<file path="src/rtl/timer_pkg.sv">
// rtl/timer_pkg.sv - shared state encoding and mode constants for downcount_timer
package timer_pkg;

  typedef enum logic [1:0] {
    IDLE = 2'b00,
    RUN  = 2'b01,
    DONE = 2'b10
  } state_t;

  localparam logic MODE_ONESHOT = 1'b0;
  localparam logic MODE_AUTO    = 1'b1;

endpackage

</file>
<file path="src/rtl/downcount_timer.sv">
// rtl/downcount_timer.sv - loadable down-counter with one-shot or auto-reload terminal count
module downcount_timer
  import timer_pkg::*;
#(
  parameter int WIDTH = 3
) (
  input  logic             clk,
  input  logic             rst_n,
  input  logic             en,
  input  logic             load,
  input  logic [WIDTH-1:0] load_val,
  input  logic             mode,
  output logic [WIDTH-1:0] q,
  output logic             tc,
  output logic             busy,
  output logic             done
);

  state_t           r_state;
  logic [WIDTH-1:0] r_q;
  logic [WIDTH-1:0] r_reload;
  logic             r_mode;
  logic             r_tc;

  state_t           w_state_nxt;
  logic [WIDTH-1:0] w_q_nxt;
  logic [WIDTH-1:0] w_reload_nxt;
  logic             w_mode_nxt;
  logic             w_tc_nxt;

  always_comb begin
    w_state_nxt  = r_state;
    w_q_nxt      = r_q;
    w_reload_nxt = r_reload;
    w_mode_nxt   = r_mode;
    w_tc_nxt     = 1'b0;

    if (load) begin
      // A zero load parks the timer instead of producing an immediate terminal count.
      if (load_val != '0) begin
        w_q_nxt      = load_val;
        w_reload_nxt = load_val;
        w_mode_nxt   = mode;
        w_state_nxt  = RUN;
      end else begin
        w_q_nxt     = '0;
        w_state_nxt = IDLE;
      end
    end else begin
      case (r_state)
        IDLE: begin
          w_state_nxt = IDLE;
        end
        RUN: begin
          if (en) begin
            if (r_q > WIDTH'(1)) begin
              w_q_nxt = r_q - WIDTH'(1);
            end else if (r_q == WIDTH'(1)) begin
              w_tc_nxt = 1'b1;
              if (r_mode == MODE_AUTO) begin
                w_q_nxt = r_reload;
              end else begin
                w_q_nxt     = '0;
                w_state_nxt = DONE;
              end
            end
          end
        end
        DONE: begin
          w_q_nxt = '0;
        end
        default: begin
          w_state_nxt = IDLE;
        end
      endcase
    end
  end

  always_ff @(posedge clk) begin
    if (!rst_n) begin
      r_state  <= IDLE;
      r_q      <= '0;
      r_reload <= '0;
      r_mode   <= MODE_ONESHOT;
      r_tc     <= 1'b0;
    end else begin
      r_state  <= w_state_nxt;
      r_q      <= w_q_nxt;
      r_reload <= w_reload_nxt;
      r_mode   <= w_mode_nxt;
      r_tc     <= w_tc_nxt;
    end
  end

  assign q    = r_q;
  assign tc   = r_tc;
  assign busy = (r_state == RUN);
  assign done = (r_state == DONE);

endmodule

</file>
<file path="config.mk">
export PLATFORM = sky130hd
export DESIGN_NAME = downcount_timer
export DESIGN_NICKNAME = d
export VERILOG_FILES = /design/src/rtl/timer_pkg.sv /design/src/rtl/downcount_timer.sv
export SDC_FILE = /design/constraint.sdc
export NUM_CORES = 1
export LEC_CHECK = 0
export BUFFER_PORTS_ARGS = -buffer_cell sky130_fd_sc_hd__buf_2
export CORE_AREA = 2 2 39 41
export CTS_BUF_LIST = sky130_fd_sc_hd__clkbuf_4 sky130_fd_sc_hd__clkbuf_8 sky130_fd_sc_hd__clkbuf_16
export DETAILED_ROUTE_END_ITERATION = 7
export DIE_AREA = 0 0 41 43
export HOLD_SLACK_MARGIN = 0.03
export SETUP_SLACK_MARGIN = 0.15
export SYNTH_ARGS = -nofsm -noshare
export SYNTH_HDL_FRONTEND = slang
export SYNTH_SLANG_ARGS = --single-unit
</file>
<file path="constraint.sdc">
create_clock -name clk -period 2.7 [get_ports clk]
set_input_delay 0.405 -clock clk [delete_from_list [all_inputs] [get_ports clk]]
set_output_delay 0.405 -clock clk [all_outputs]
set_load 0.01 [all_outputs]
</file>
==> flow_summary.toml <==
[clocking]
cts_made_buffers = 3
clockBufferDepth = 2
htreeDepth = 1
cts_sinks = 10
clk_pin_slew_worst_paths_ps = 70
clkLatencyLatePin_ps = 270
root_buffer = "clkbuf_4"
cts_setup_buffers = 0
cts_hold_buf = 0
cts_tree = "yes"
cts_resized = 0

[die]
die_area_um2 = 1763
die_h_um = 43
die_x_um = 41
core_area_um2 = 1384
ioPinCount = 14
rows = 14
start_util_pct = 38.34

[placed_design]
preCtsSetupSlack_ps = 862.5
hpwl_um = 813.8
routabilityCongestion = 0.7337
io_buffers = 13

[run]
drv_cap = 0

[setup_path]
cp.arrival_ps = 2020
critPathKind = "reg2reg"
cp-end-kind = "flip-flop"
r2r_cells = 6
start_kind = "flip-flop"
crit_required_ps = 2850
crit_fanout = 6

[run_status]
status = "complete, no violations"

[sta]
tightest_slew_ps = 524.6
period_minus_slack_ps = 1865
fmaxAchievable_mhz = 536.2
relSlewSlack_pct = 64.73
clock_skew_ps = 3.508
setup_ws_ps = 835.2
finalSetupViolations = 0
rsz0062_at_grt = "no"
slew_violations = 0
setup_tns_ps = 0
hold_violations = 0
period_share_pct = 69.07

[synthesis]
synth.distinct_cells = 26
yosys_register_bits = 10
synth-edff-count = 0
async_flop_share_pct = 0
syn_nets = 72
synth.avg_cell_area_um2 = 8.557
syn_inst = 62
ys_warn_count = 0
seq_area_frac_synth_pct = 37.74
syn_area_um2 = 530.5
ys.flop_type = "dfxtp_1"

[grt]
grt_max_degree = 12
grt_pass1_vias = 433
grt_overflow = 0
grt_pass1_wl_um = 1932
antenna_found_initial = 0
grt_usage_pct = 16.11

[hold_path]
holdCritPathClass = "in2reg"
min_path_cells = 3

[drt]
drc_errors = 0
vias = 494
vias_per_cell = 5.312
drtIter0Drc = 3
routedWlPerCell_um = 11.72
ant_nets = 0
firstDrtPassIters = 4
routed_wl_um = 1090

[layout]
nFillCells = 146
layout-drive-gt1-share_pct = 25.97
nNetsFinal = 88
antenna_cells = 0
area_growth_pct = 20.05

[power]
power.total_uw = 376.3
p_per_area_nw_per_um2 = 590.9
power.leakage_nw = 0.2667
ir_drop_v = 0.0002431
## synthesized netlist by cell type, types with 2 or more instances
| cell type | number | area (um^2) |
|---|---|---|
| nand2_1 | 10 | 37.54 |
| inv_1 | 2 | 7.510 |
| nor2b_1 | 3 | 18.77 |
| mux2i_1 | 2 | 20.02 |
| nor3_1 | 3 | 15.01 |
| o21ai_0 | 4 | 20.02 |
| nand2b_1 | 2 | 12.51 |
| a21boi_0 | 4 | 30.03 |
| dfxtp_1 | 10 | 200.2 |
| ha_1 | 2 | 25.02 |
| a31oi_1 | 4 | 25.02 |
| nor2_1 | 2 | 7.510 |
## metrics by stage
step	hold slack (ps)	cells	area (um^2)	utilization, %
floorplan	443.5	62	530.5	-
global placement	456.9	89	600.6	43.40
detailed placement	459.2	89	600.6	43.40
CTS	382.2	93	636.9	46.02
global route	396.6	93	636.9	46.02
finish	385.1	93	636.9	46.02
## per-layer routing
layer | GRT usage [%] | vias up | share of wire (%)
li1 | - | 256 | -
met1 | 22.40 | 226 | 51
met2 | 21.88 | 10 | 44
met3 | 4.712 | 2 | 3.8
met4 | 8.000 | 0 | 0.92
met5 | 0 | - | 0
## worst paths after layout
| path | start | slack (ps) | to |
|---|---|---|---|
| worst max-delay path | q[1] | 840 | q[0] |
| worst max register to register | q[1] | 840 | q[0] |
| worst min-delay path | en | 390 | tc |
| worst min register to register | r_reload[1] | 460 | r_reload[1] |
## state kept, by name (all words and copies together), names as in the netlist
name,count
tc,1
q,3
r_state,2
r_reload,3
r_mode,1
## layout make-up
type | count | area, um^2 | area share [%]
Timing Repair Buffer | 13 | 65.06 | 10.22
Clock buffer | 4 | 36.28 | 5.697
Tap cell | 16 | 20.02 | 3.143
Inverter | 2 | 7.507 | 1.179
Sequential cell | 10 | 200.2 | 31.43
Multi-Input combinational cell | 48 | 307.8 | 48.33
## cell families (layout without fill, tap and decap cells)
family | count (synthesis) | after routing | share of synthesized area [%]
AOI/OAI and AO/OA | 18 | 18 | 23.58
DFF | 10 | 10 | 37.74
adders and majority gates | 2 | 2 | 4.716
and+or+nand+nor | 25 | 25 | 24.30
xor gates and xnor gates | 1 | 1 | 1.651
muxes | 2 | 2 | 3.774
buffers and inverters | 4 | 19 | 4.245
## report_power, final
part           switching (mW)  internal [mW]  leakage, nW  total [mW]
registers              0.0105          0.157       0.0824       0.167
logic                  0.0353         0.0355        0.163      0.0708
clock network          0.0564         0.0820       0.0210       0.138
## placed cells by master (no fill, tap or decap), drive strengths merged, types with 2 or more instances in the layout
| cell type | instances |
|---|---|
| a31oi | 4 |
| clkbuf | 4 |
| nand2b | 2 |
| mux2i | 2 |
| ha | 2 |
| nor2 | 2 |
| a21boi | 4 |
| nor2b | 3 |
| o21ai | 5 |
| dfxtp | 10 |
| buf | 13 |
| nor3 | 3 |
| nand2 | 10 |
| inv | 2 |
## worst max-delay path, cell delays in order (launching register included)
cell	delay, ps
dfxtp_1	390
inv_1	80
ha_1	210
or4_1	400
a311o_1	440
o21ai_0	170
a31oi_1	50
No activity file was read; power rests on OpenSTA's default activity.
